### config.mk
export PLATFORM = sky130hd
export DESIGN_NAME = serial_echo_initiator
export DESIGN_NICKNAME = d
export VERILOG_FILES = /design/src/rtl/serial_echo_initiator.sv
export SDC_FILE = /design/constraint.sdc
export NUM_CORES = 1
export LEC_CHECK = 0
export ABC_AREA = 1
export CAP_MARGIN = 20
export CORE_MARGIN = 5
export CORE_UTILIZATION = 30
export CTS_CLUSTER_SIZE = 16
export DETAILED_ROUTE_END_ITERATION = 10
export GPL_TIMING_DRIVEN = 0
export PLACE_DENSITY_LB_ADDON = 0.1
export SYNTH_ARGS = -nofsm -noshare
export SYNTH_HDL_FRONTEND = slang
export SYNTH_SLANG_ARGS = --single-unit
### constraint.sdc
create_clock -name i_clk -period 8.46 [get_ports i_clk]
set_clock_uncertainty 0.15 [all_clocks]
set_input_delay 1.269 -clock i_clk [delete_from_list [all_inputs] [get_ports i_clk]]
set_output_delay 1.269 -clock i_clk [all_outputs]
set_load 0.005 [all_outputs]
### src/rtl/serial_echo_initiator.sv
// serial_echo_initiator
//   Host-side RS-232 (8N1) link self-test master. On a start request it sends one byte on
//   o_txd, then listens on i_rxd for the echoed byte and reports the result.
//
// Ports
//   i_clk        system clock, rising edge
//   i_rst_n      asynchronous active-low reset (released synchronously inside)
//   i_start      one-cycle request, honoured only when idle
//   i_tx_byte    byte to send, captured when i_start is accepted
//   i_rxd        serial input from the responder (asynchronous, idles high)
//   o_txd        serial output to the responder (idles high)
//   o_busy       transaction in progress (SEND or WAIT)
//   o_done       one-cycle pulse ending every transaction
//   o_match      with o_done: echo received, stop bit good, byte equal to the sent one
//   o_timeout    with o_done: no echo start bit arrived inside the window
//   o_rx_byte    last received byte, held until the next reception
//   o_err_count  transactions ending without a match, saturating at 255
module serial_echo_initiator #(
    parameter int unsigned CLK_HZ       = 50000000,
    parameter int unsigned BAUD         = 115200,
    parameter int unsigned TIMEOUT_BITS = 20
) (
    input  logic       i_clk,
    input  logic       i_rst_n,
    input  logic       i_start,
    input  logic [7:0] i_tx_byte,
    input  logic       i_rxd,
    output logic       o_txd,
    output logic       o_busy,
    output logic       o_done,
    output logic       o_match,
    output logic       o_timeout,
    output logic [7:0] o_rx_byte,
    output logic [7:0] o_err_count
);

    // Bit period in clocks; must be at least 4 for the mid-bit sampling to make sense.
    localparam int unsigned DIV     = CLK_HZ / BAUD;
    localparam int unsigned HALF    = DIV / 2;
    localparam int unsigned TO_CLKS = TIMEOUT_BITS * DIV;
    localparam int unsigned BW      = $clog2(DIV);
    localparam int unsigned TW      = $clog2(TO_CLKS + 1);

    typedef enum logic [1:0] {StIdle, StSend, StWait, StDone} state_e;
    typedef enum logic [1:0] {RxIdle, RxStart, RxData, RxStop} rx_state_e;

    // ------------------------------------------------------------------
    // Reset: asserts asynchronously, releases on a clock edge.
    // ------------------------------------------------------------------
    logic [1:0] r_rst_sync;
    logic       w_rst_n;

    always_ff @(posedge i_clk or negedge i_rst_n) begin
        if (!i_rst_n) begin
            r_rst_sync <= 2'b00;
        end else begin
            r_rst_sync <= {r_rst_sync[0], 1'b1};
        end
    end

    assign w_rst_n = r_rst_sync[1];

    // ------------------------------------------------------------------
    // Declarations
    // ------------------------------------------------------------------
    state_e    r_state, w_state_next;
    rx_state_e r_rx_state, w_rx_state_next;

    logic          r_txd;
    logic [8:0]    r_tx_shift;   // d0..d7 then stop bit, shifted out LSB first
    logic [3:0]    r_tx_bit;     // 0 = start bit, 1..8 = data, 9 = stop bit
    logic [BW-1:0] r_tx_cnt;
    logic [7:0]    r_tx_data;

    logic [1:0]    r_rxd_sync;
    logic          r_rxd_prev;
    logic          r_rx_armed;
    logic          r_rx_done;
    logic          r_rx_stop_ok;
    logic [BW-1:0] r_rx_cnt;
    logic [2:0]    r_rx_bit;
    logic [7:0]    r_rx_shift;
    logic [7:0]    r_rx_byte;

    logic [TW-1:0] r_to_cnt;
    logic          r_match;
    logic          r_timeout;
    logic [7:0]    r_err_count;

    logic w_rxd;
    logic w_accept;
    logic w_tx_tick;
    logic w_tx_last;
    logic w_rx_tick;
    logic w_start_det;
    logic w_rx_idle;
    logic w_rx_finish;
    logic w_to_expire;
    logic w_match_next;
    logic w_enter_done;

    assign w_rxd        = r_rxd_sync[1];
    assign w_accept     = (r_state == StIdle) && i_start;
    assign w_tx_tick    = (r_tx_cnt == '0);
    assign w_tx_last    = (r_state == StSend) && w_tx_tick && (r_tx_bit == 4'd9);
    assign w_rx_tick    = (r_rx_cnt == '0);
    // r_rxd_prev is forced high on arming, so a line already held low yields one start.
    assign w_start_det  = r_rx_armed && (r_rx_state == RxIdle) && !w_rxd && r_rxd_prev;
    assign w_rx_idle    = (r_rx_state == RxIdle) && !w_start_det;
    assign w_rx_finish  = (r_rx_state == RxStop) && w_rx_tick;
    assign w_to_expire  = (r_state == StWait) && !r_rx_done && w_rx_idle &&
                          (r_to_cnt == TW'(1));
    assign w_match_next = r_rx_stop_ok && (r_rx_byte == r_tx_data);
    assign w_enter_done = (r_state == StWait) && (w_state_next == StDone);

    // ------------------------------------------------------------------
    // Transaction FSM
    // ------------------------------------------------------------------
    always_ff @(posedge i_clk or negedge w_rst_n) begin
        if (!w_rst_n) begin
            r_state <= StIdle;
        end else begin
            r_state <= w_state_next;
        end
    end

    always_comb begin
        w_state_next = r_state;
        case (r_state)
            StIdle:  if (i_start) w_state_next = StSend;
            // A frame already completed during SEND is reported only once TxD is idle.
            StSend:  if (w_tx_last) w_state_next = StWait;
            StWait:  if (r_rx_done || w_to_expire) w_state_next = StDone;
            StDone:  w_state_next = StIdle;
            default: w_state_next = StIdle;
        endcase
    end

    assign o_busy = (r_state == StSend) || (r_state == StWait);
    assign o_done = (r_state == StDone);

    // ------------------------------------------------------------------
    // Transmitter
    // ------------------------------------------------------------------
    always_ff @(posedge i_clk or negedge w_rst_n) begin
        if (!w_rst_n) begin
            r_txd      <= 1'b1;
            r_tx_shift <= '0;
            r_tx_bit   <= '0;
            r_tx_cnt   <= '0;
            r_tx_data  <= '0;
        end else if (w_accept) begin
            r_txd      <= 1'b0;
            r_tx_shift <= {1'b1, i_tx_byte};
            r_tx_bit   <= '0;
            r_tx_cnt   <= BW'(DIV - 1);
            r_tx_data  <= i_tx_byte;
        end else if (r_state == StSend) begin
            if (!w_tx_tick) begin
                r_tx_cnt <= r_tx_cnt - BW'(1);
            end else if (r_tx_bit != 4'd9) begin
                r_txd      <= r_tx_shift[0];
                r_tx_shift <= {1'b1, r_tx_shift[8:1]};
                r_tx_bit   <= r_tx_bit + 4'd1;
                r_tx_cnt   <= BW'(DIV - 1);
            end
        end
    end

    assign o_txd = r_txd;

    // ------------------------------------------------------------------
    // Receiver FSM
    // ------------------------------------------------------------------
    always_ff @(posedge i_clk or negedge w_rst_n) begin
        if (!w_rst_n) begin
            r_rx_state <= RxIdle;
        end else begin
            r_rx_state <= w_rx_state_next;
        end
    end

    always_comb begin
        w_rx_state_next = r_rx_state;
        if (w_accept || (r_state == StDone)) begin
            w_rx_state_next = RxIdle;
        end else begin
            case (r_rx_state)
                RxIdle:  if (w_start_det) w_rx_state_next = RxStart;
                // Still low at mid start bit confirms the start; high means a glitch.
                RxStart: if (w_rx_tick) w_rx_state_next = w_rxd ? RxIdle : RxData;
                RxData:  if (w_rx_tick && (r_rx_bit == 3'd7)) w_rx_state_next = RxStop;
                RxStop:  if (w_rx_tick) w_rx_state_next = RxIdle;
                default: w_rx_state_next = RxIdle;
            endcase
        end
    end

    // ------------------------------------------------------------------
    // Receiver datapath
    // ------------------------------------------------------------------
    always_ff @(posedge i_clk or negedge w_rst_n) begin
        if (!w_rst_n) begin
            r_rxd_sync   <= 2'b11;
            r_rxd_prev   <= 1'b1;
            r_rx_armed   <= 1'b0;
            r_rx_done    <= 1'b0;
            r_rx_stop_ok <= 1'b0;
            r_rx_cnt     <= '0;
            r_rx_bit     <= '0;
            r_rx_shift   <= '0;
            r_rx_byte    <= '0;
        end else begin
            r_rxd_sync <= {r_rxd_sync[0], i_rxd};
            r_rxd_prev <= w_accept ? 1'b1 : w_rxd;

            // Only the first frame of a transaction counts.
            if (w_accept) begin
                r_rx_armed   <= 1'b1;
                r_rx_done    <= 1'b0;
                r_rx_stop_ok <= 1'b0;
            end else if (r_state == StDone) begin
                r_rx_armed <= 1'b0;
            end else if (w_rx_finish) begin
                r_rx_armed   <= 1'b0;
                r_rx_done    <= 1'b1;
                r_rx_stop_ok <= w_rxd;
                r_rx_byte    <= r_rx_shift;
            end

            // Idle preloads the half-bit delay so the first tick lands mid start bit.
            if (r_rx_state == RxIdle) begin
                r_rx_cnt <= BW'(HALF - 1);
                r_rx_bit <= '0;
            end else if (w_rx_tick) begin
                r_rx_cnt <= BW'(DIV - 1);
            end else begin
                r_rx_cnt <= r_rx_cnt - BW'(1);
            end

            if ((r_rx_state == RxData) && w_rx_tick) begin
                r_rx_shift <= {w_rxd, r_rx_shift[7:1]};
                r_rx_bit   <= r_rx_bit + 3'd1;
            end
        end
    end

    assign o_rx_byte = r_rx_byte;

    // ------------------------------------------------------------------
    // Echo window and results
    // ------------------------------------------------------------------
    always_ff @(posedge i_clk or negedge w_rst_n) begin
        if (!w_rst_n) begin
            r_to_cnt <= '0;
        end else if (w_tx_last) begin
            r_to_cnt <= TW'(TO_CLKS);
        end else if ((r_state == StWait) && w_rx_idle && (r_to_cnt != '0)) begin
            // The window is frozen while a frame is being received.
            r_to_cnt <= r_to_cnt - TW'(1);
        end
    end

    always_ff @(posedge i_clk or negedge w_rst_n) begin
        if (!w_rst_n) begin
            r_match     <= 1'b0;
            r_timeout   <= 1'b0;
            r_err_count <= '0;
        end else if (w_accept) begin
            r_match   <= 1'b0;
            r_timeout <= 1'b0;
        end else if (w_enter_done) begin
            if (r_rx_done) begin
                r_match <= w_match_next;
            end else begin
                r_timeout <= 1'b1;
            end
            if (!(r_rx_done && w_match_next) && (r_err_count != 8'hFF)) begin
                r_err_count <= r_err_count + 8'd1;
            end
        end
    end

    assign o_match     = r_match;
    assign o_timeout   = r_timeout;
    assign o_err_count = r_err_count;

endmodule
==> results.sh, run 1 <==
export IMPL_area_growth_syn_to_layout_pct=18.4
export IMPL_clk_latency_ps=350
export IMPL_synth_fp_nets=596
export IMPL_postRouteAntennaNets=0
export IMPL_nFillCells=1653
export IMPL_die_area_um2=18700
export IMPL_placed_area_um2=5440
export IMPL_holdWs_ps=192
export IMPL_vias=3725
export IMPL_cts_max_level=3
export IMPL_yosys_mux_area_fraction_pct=0.208
export IMPL_finalHoldViolCount=0
export IMPL_synth_top_area_share_pct=47.3
export IMPL_status="finished, final reports clean"
export IMPL_stdcell_area_um2=5700
export IMPL_grt_usage_pct=12.9
export IMPL_yosys_warnings=0
export IMPL_fp_dieW_um=137
export IMPL_grt_pass1_wl_um=19000
export IMPL_synth_seq_cells=95
export IMPL_cp_arrival_ps=3290
export IMPL_routabilityCongestion=0.824
export IMPL_grt_antenna_before_repair=0
export IMPL_numCtsBuffers=9
export IMPL_drtIter0Drc=147
export IMPL_ys_top_cells_by_area="dfrtp_1 (47%), nand2_1 (9.9%), inv_1 (6.2%)"
export IMPL_p_per_area_nw_per_um2=249
export IMPL_synth_cells=567
export IMPL_synth_top_family_by_area="simple AND/OR/NAND/NOR gates"
export IMPL_yosys_area_share_adder_pct=4.42
export IMPL_drt_total_wl_um=10800
export IMPL_synth_area_per_cell_um2=8.49
export IMPL_clk_pin_slew_ps=70
export IMPL_crit_type="in2reg"
export IMPL_cts_buffer_depth=2
export IMPL_grt_pass1_vias=3803
export IMPL_synth_xor_area_share_pct=2.55
export IMPL_finalCriticalPeriod_ps=3170
export IMPL_crit_path_top_delay_cell="clkdlybuf4s50_1"
export IMPL_path_cells="clkdlybuf4s50_1 -> nand2_2 -> inv_1 -> clkbuf_1 -> buf_1 -> nand2_1 -> o21ai_0"
export IMPL_synth_simple_area_share_pct=24.9
export IMPL_setup_tns_ps=0
export IMPL_rr_endpoint="r_tx_data[3]"
export IMPL_crit_path_start="i_start"
export IMPL_cts_resized=0
export IMPL_io_buffers=32
export IMPL_clockRootBuffer="clkbuf_16"
export IMPL_ir_drop_uv=106
export IMPL_ys_seq_area_share_pct=49.5
export IMPL_regToRegSetupSlack_ps=5960
export IMPL_core_um2=15800
export IMPL_worst_r2r_startpoint="r_state[0]"
export IMPL_finish_utilization_pct=36.0
export IMPL_slew_headroom_pct=58.9
export IMPL_cts_hold_buf=0
export IMPL_cap_viol_max_count=0
export IMPL_cts_sinks=95
export IMPL_ios=33
export IMPL_p_leak_nw=2.63
export IMPL_final_max_slew_viol_count=0
export IMPL_n_antenna_cell=0
export IMPL_start_util_pct=30.4
export IMPL_via_per_inst=4.48
export IMPL_hpwl_um=7810
export IMPL_fin_crit_sh_pct=37.5
export IMPL_synth_cell_type_count=45
export IMPL_hp_class="reg2async"
export IMPL_num_nets_final=640
export IMPL_worst_r2r_path_depth=8
export IMPL_crit_path_max_fanout=10
export IMPL_cpPeakStageDelay_ps=500
export IMPL_synth_top_area_cell="dfrtp_1"
export IMPL_cts_tree="yes"
export IMPL_max_clock_freq_ghz=0.316
export IMPL_avgRoutedWirePerCell_um=13.0
export IMPL_tightest_slew_ps=616
export IMPL_worstSetupEndpointType="flip-flop"
export IMPL_worst_slack_ps=5290
export IMPL_grt_overflow_total=0
export IMPL_rsz0062_at_grt="no"
export IMPL_rows=46
export IMPL_synth_area_um2=4820
export IMPL_cp_required_ps=8580
export IMPL_drive_gt1_share_pct=10.2
export IMPL_grt_max_degree=52
export IMPL_setup_violations=0
export IMPL_dpl_worst_slack_ps=4860
export IMPL_synth_compound_area_share_pct=10.3
export IMPL_postCtsSetupBuffers=0
export IMPL_die_h_um=137
export IMPL_critPathLaunchType="input pin"
export IMPL_dr_pass1_iters=4
export IMPL_drc_errors=0
[synth_stat cells, drive strengths merged]
cell,number
nor3,8
nand3,33
dfstp,4
nand4,15
clkbuf,2
o21a,1
mux2i,1
conb,1
xnor2,4
ha,17
dfrtp,91
o221ai,8
o21ai,51
inv,85
o21bai,1
o211ai,2
o32ai,1
a21boi,1
o22ai,1
nand3b,4
nor4,1
nor2,51
o311ai,1
buf,9
or2,3
a21oi,19
and3,1
nand2,140
xor2,10
a21o,1
[metal layers]
metal  GRT usage, %  part of all wire [%]  vias up
met2           19.9                    46       36
met5              0                     0        -
met4           4.37                   1.5        0
met1           17.2                    49     1760
met3           3.75                   3.5       12
li1               -                     -     1917
[how the worst max path moves through the flow]
stage	to	cells past startpoint
5_1_grt	r_tx_data[3]	7
4_1_cts	r_tx_data[3]	7
3_5_place_dp	r_tx_data[3]	7
3_3_place_gp	r_to_cnt[13]	0
6_report	r_tx_data[3]	7
2_1_floorplan	o_err_count[0]	0
[cell families after synthesis]
logic type,after synthesis
other,1
flip-flops,95
XOR/XNOR,14
adder cells (fa/ha/maj),17
multiplexers,1
buffers and inverters,96
AO/OA/AOI/OAI,87
AND/OR/NAND/NOR,256
[per-stage QoR]
stage	cells	power (mW)
global placement	815	1.06
floorplan	567	0.944
detailed placement	816	1.07
finish	832	1.42
global route	832	1.55
CTS	832	1.45
[critical path: cells and delay by family]
family | cells | cell delay, ps
AOI/OAI and AO/OA | 1 | 100
buffers and inverters | 4 | 1600
and+or+nand+nor | 2 | 320
[flip-flops by register name, summed over array words and instances (netlist names), 3 cells and up]
signal and flops:
r_tx_data 8, r_rx_shift 8, r_tx_bit 4, r_tx_shift 9, r_rx_bit 3, r_tx_cnt 9
r_to_cnt 14, o_err_count 8, r_rx_cnt 9, o_rx_byte 8
[layout by cell type (no fill, tap or decap), types with 9 or more instances in the layout]
cell type | Yosys | layout
nand2_1 | 127 | 127
dfrtp_1 | 91 | 90
inv_1 | 80 | 80
nor2_1 | 42 | 42
o21ai_0 | 42 | 42
clkdlybuf4s50_1 | 0 | 32
nand3_1 | 31 | 31
a21oi_1 | 17 | 17
ha_1 | 17 | 17
nand4_1 | 13 | 13
xor2_1 | 10 | 10
o21ai_1 | 9 | 9
clkbuf_16 | 0 | 9
[report_power, final]
part           switching (mW)  internal [mW]
Combinational           0.263          0.157
Sequential             0.0690          0.558
Clock                   0.175          0.199
Total                   0.507          0.914
[final cells by class]
class                      instances  area [um^2]  area share (%)
sequential                        95         2390            41.9
buffer                            11         66.3            1.16
clock inverter                     4         26.3           0.461
multi-input combinational        376         2050            35.9
clock buffer                      12          236            4.15
timing repair buffer              33          348            6.10
inverter                          85          322            5.64
tap                              216          270            4.74
No activity file was read; power rests on OpenSTA's default activity.
==> inputs of run 2 (changes only) <==
==> constraint.sdc (replaced) <==
create_clock -name i_clk -period 2.9 [get_ports i_clk]
set_clock_uncertainty 0.15 [all_clocks]
set_input_delay 0.435 -clock i_clk [delete_from_list [all_inputs] [get_ports i_clk]]
set_output_delay 0.435 -clock i_clk [all_outputs]
set_load 0.005 [all_outputs]
==> results.sh, run 2 (synthesis results as in run 1) <==
export IMPL_finalCriticalPeriod_ps=2500
export IMPL_die_area_um2=18700
export IMPL_cap_viol_max_count=0
export IMPL_dpl_worst_slack_ps=166
export IMPL_finalHoldViolCount=0
export IMPL_cts_max_level=3
export IMPL_holdWs_ps=88.2
export IMPL_clk_pin_slew_ps=70
export IMPL_p_per_area_nw_per_um2=761
export IMPL_crit_path_max_fanout=10
export IMPL_fp_dieW_um=137
export IMPL_fin_crit_sh_pct=86.3
export IMPL_tightest_slew_ps=744
export IMPL_rsz0062_at_grt="no"
export IMPL_max_clock_freq_ghz=0.399
export IMPL_postCtsSetupBuffers=0
export IMPL_final_common_cell="nand2_1"
export IMPL_grt_max_degree=56
export IMPL_cts_tree="yes"
export IMPL_grt_usage_pct=12.9
export IMPL_cp_required_ps=3020
export IMPL_setup_violations=0
export IMPL_die_h_um=137
export IMPL_final_cell_mix="nand2_1 (127), dfrtp_1 (90), inv_1 (80)"
export IMPL_postRouteAntennaNets=0
export IMPL_avgRoutedWirePerCell_um=13.2
export IMPL_via_per_inst=4.47
export IMPL_vias=3718
export IMPL_n_antenna_cell=0
export IMPL_final_cell_count_no_fill=832
export IMPL_dp_cells=816
export IMPL_nFillCells=1655
export IMPL_ir_drop_uv=319
export IMPL_worst_slack_ps=396
export IMPL_clk_latency_ps=350
export IMPL_drc_errors=0
export IMPL_clockRootBuffer="clkbuf_16"
export IMPL_largest_reg_flops=14
export IMPL_numCtsBuffers=9
export IMPL_met3_length_um=397
export IMPL_start_util_pct=30.4
export IMPL_grt_overflow_total=0
export IMPL_ios=33
export IMPL_worst_r2r_path_depth=8
export IMPL_slew_headroom_pct=50.4
export IMPL_worstSetupEndpointType="flip-flop"
export IMPL_cp_arrival_ps=2620
export IMPL_drive_gt1_share_pct=10.4
export IMPL_critPathLaunchType="flip-flop"
export IMPL_drtIter0Drc=197
export IMPL_placed_area_um2=5430
export IMPL_routed_top_layer="met4"
export IMPL_hpwl_um=7970
export IMPL_stdcell_area_um2=5750
export IMPL_num_nets_final=640
export IMPL_status="finished, final reports clean"
export IMPL_cts_hold_buf=0
export IMPL_grt_pass1_wl_um=19100
export IMPL_final_max_slew_viol_count=0
export IMPL_setup_tns_ps=0
export IMPL_grt_antenna_before_repair=0
export IMPL_core_um2=15800
export IMPL_grt_pass1_vias=3832
export IMPL_cts_buffer_depth=2
export IMPL_dr_pass1_iters=5
export IMPL_cts_resized=0
export IMPL_hp_class="in2async"
export IMPL_finish_utilization_pct=36.4
export IMPL_area_growth_syn_to_layout_pct=19.5
export IMPL_routabilityCongestion=0.818
export IMPL_p_leak_nw=2.66
export IMPL_wl_met1_um=5480
export IMPL_io_buffers=32
export IMPL_total_power_mw=4.38
export IMPL_regMostFlops="r_to_cnt"
export IMPL_cts_sinks=95
export IMPL_crit_type="reg2reg"
export IMPL_drt_total_wl_um=11000
export IMPL_wl_met2_um=5000
export IMPL_rows=46
==> run 2: cell count changes in the layout (fill, tap and decap cells not counted), sizes merged <==
cell,delta
bufinv,+2
clkinv,-3
clkinvlp,-1
inv,+2
==> run 2: layer usage <==
layer / up-vias / global-route usage, %
met3: 9 / 3.93
met1: 1760 / 17.1
li1: 1911 / -
met4: 0 / 3.36
met5: - / 0
met2: 38 / 20.6
==> run 2: power breakdown <==
group	leakage [nW]	internal, mW	switching [mW]	total, mW
combinational	1.32	0.458	0.772	1.23
sequential	1.18	1.63	0.208	1.83
clock	0.158	0.787	0.529	1.32
==> run 2: worst paths after layout <==
kind                                from             to  slack [ps]
max                           r_state[0]  r_tx_shift[3]         400
min                              i_rst_n  r_rst_sync[0]          90
max reg2reg                   r_state[0]  r_tx_shift[3]         400
min reg2reg                r_rst_sync[0]  r_rst_sync[1]         200
max in group asynchronous  r_rst_sync[1]     r_rxd_prev        1610
min in group i_clk         r_rst_sync[0]  r_rst_sync[1]         200
==> run 2: critical path, stage by stage (launching register included) <==
cell and delay (ps):
dfrtp_1 450, inv_1 160, ha_1 180, nand2_2 150, inv_1 160, clkbuf_1 500
buf_1 410, nand2_1 150, o221ai_1 100
==> run 2: cell type report <==
type	instances	area, um^2	share of cell area [%]
clock inverter	4	77.6	1.35
timing repair buffer	33	340	5.91
buffer	11	66.3	1.15
multi-input combinational	376	2050	35.6
inverter	85	322	5.59
sequential	95	2390	41.5
tap	216	270	4.70
clock buffer	12	246	4.28
==> inputs of run 3 (changes only) <==
--- a/config.mk
+++ b/config.mk
@@ -7,10 +7,14 @@
 export LEC_CHECK = 0
 export ABC_AREA = 1
 export CAP_MARGIN = 20
+export CELL_PAD_IN_SITES_DETAIL_PLACEMENT = 1
+export CELL_PAD_IN_SITES_GLOBAL_PLACEMENT = 2
 export CORE_MARGIN = 5
 export CORE_UTILIZATION = 30
+export CTS_CLUSTER_DIAMETER = 100
 export CTS_CLUSTER_SIZE = 16
 export DETAILED_ROUTE_END_ITERATION = 10
+export GPL_ROUTABILITY_DRIVEN = 0
 export GPL_TIMING_DRIVEN = 0
 export PLACE_DENSITY_LB_ADDON = 0.1
 export SYNTH_ARGS = -nofsm -noshare
==> results.sh, run 3 (synthesis results as in run 1) <==
export IMPL_clk_pin_slew_ps=70
export IMPL_regToRegSetupSlack_ps=410
export IMPL_fp_dieW_um=137
export IMPL_crit_path_start="r_state[0]"
export IMPL_rows=46
export IMPL_numCtsBuffers=9
export IMPL_drtIter0Drc=105
export IMPL_final_cell_mix="nand2_1 (127), dfrtp_1 (90), inv_1 (80)"
export IMPL_worst_r2r_startpoint="r_state[0]"
export IMPL_cts_max_level=3
export IMPL_dr_pass1_iters=4
export IMPL_final_max_slew_viol_count=0
export IMPL_worstSetupEndpointType="flip-flop"
export IMPL_hp_class="in2async"
export IMPL_clockRootBuffer="clkbuf_16"
export IMPL_start_util_pct=30.4
export IMPL_ir_drop_uv=280
export IMPL_p_leak_nw=2.64
export IMPL_setup_tns_ps=0
export IMPL_grt_pass1_wl_um=20500
export IMPL_crit_type="reg2reg"
export IMPL_vias=3843
export IMPL_regMostFlops="r_to_cnt"
export IMPL_n_antenna_cell=0
export IMPL_cp_required_ps=3020
export IMPL_grt_antenna_before_repair=0
export IMPL_grt_overflow_total=0
export IMPL_holdWs_ps=95.9
export IMPL_clk_latency_ps=350
export IMPL_cts_hold_buf=0
export IMPL_largest_reg_flops=14
export IMPL_cts_sinks=95
export IMPL_cap_viol_max_count=0
export IMPL_drc_errors=0
export IMPL_die_h_um=137
export IMPL_hpwl_um=9050
export IMPL_finalCriticalPeriod_ps=2490
export IMPL_nFillCells=1858
export IMPL_max_clock_freq_ghz=0.402
export IMPL_via_per_inst=4.62
export IMPL_avgRoutedWirePerCell_um=14.5
export IMPL_p_per_area_nw_per_um2=751
export IMPL_postRouteAntennaNets=0
export IMPL_grt_pass1_vias=4128
export IMPL_rsz0062_at_grt="no"
export IMPL_critPathLaunchType="flip-flop"
export IMPL_cts_resized=0
export IMPL_status="finished, final reports clean"
export IMPL_io_buffers=32
export IMPL_cts_buffer_depth=2
export IMPL_final_common_cell="nand2_1"
export IMPL_crit_path_max_fanout=10
export IMPL_fin_crit_sh_pct=85.8
export IMPL_core_um2=15800
export IMPL_die_area_um2=18700
export IMPL_grt_max_degree=52
export IMPL_worst_r2r_path_depth=8
export IMPL_postCtsSetupBuffers=0
export IMPL_cts_tree="yes"
export IMPL_area_growth_syn_to_layout_pct=19.0
export IMPL_ios=33
export IMPL_grt_usage_pct=14.0
export IMPL_num_nets_final=640
export IMPL_endpoint="r_tx_data[1]"
export IMPL_cp_arrival_ps=2600
export IMPL_finalHoldViolCount=0
export IMPL_setup_violations=0
export IMPL_drt_total_wl_um=12000
export IMPL_rr_endpoint="r_tx_data[1]"
export IMPL_tightest_slew_ps=621
export IMPL_drive_gt1_share_pct=10.2
export IMPL_slew_headroom_pct=58.6
[run 3: how the worst min path moves through the flow]
stage / from / endpoint / slack, ps / cells past startpoint
floorplan: i_rst_n / r_rst_sync[0] / -10 / 0
global placement: r_rst_sync[0] / r_rst_sync[1] / 190 / 0
detailed placement: r_rst_sync[0] / r_rst_sync[1] / 190 / 0
CTS: i_rst_n / r_rst_sync[1] / 80 / 1
global route: i_rst_n / r_rst_sync[1] / 80 / 1
finish: i_rst_n / r_rst_sync[1] / 100 / 1
[run 3: final cells by class]
class                      count  area [um^2]  share of cell area (%)
clock inverter                 3         42.5                   0.742
inverter                      85          322                    5.61
sequential                    95         2390                    41.6
multi-input combinational    376         2050                    35.7
buffer                        11         66.3                    1.16
clock buffer                  13          250                    4.37
tap                          216          270                    4.72
timing repair buffer          33          348                    6.07
[run 3: routing by layer]
metal | routed length, um | track usage (%) | part of all wire [%]
met1 | 5850 | 19.1 | 49
met4 | 193 | 5.04 | 1.6
met3 | 274 | 2.72 | 2.3
met2 | 5710 | 22.3 | 47
met5 | 0 | 0 | 0
[run 3: where the power goes]
group | switching [mW] | internal (mW)
clock | 0.516 | 0.693
sequential | 0.211 | 1.63
combinational | 0.792 | 0.462
total | 1.52 | 2.78
[run 3: worst max-delay path: stages (launching register included)]
cell and delay [ps]:
dfrtp_1 450, inv_1 170, ha_1 180, nand2_2 140, inv_1 170, clkbuf_1 430
buf_1 400, nand2_1 200, o21ai_0 120
[run 3: metrics by stage]
| stage | setup WS, ps | util [%] | power (mW) | std cells | area, um^2 |
|---|---|---|---|---|---|
| floorplan | 920 | - | 2.75 | 567 | 4820 |
| global placement | 114 | 34.2 | 3.09 | 815 | 5410 |
| detailed placement | 141 | 34.4 | 3.14 | 816 | 5440 |
| CTS | 317 | 36.2 | 4.38 | 832 | 5730 |
| global route | 132 | 36.2 | 4.63 | 832 | 5730 |
| finish | 411 | 36.2 | 4.30 | 832 | 5730 |
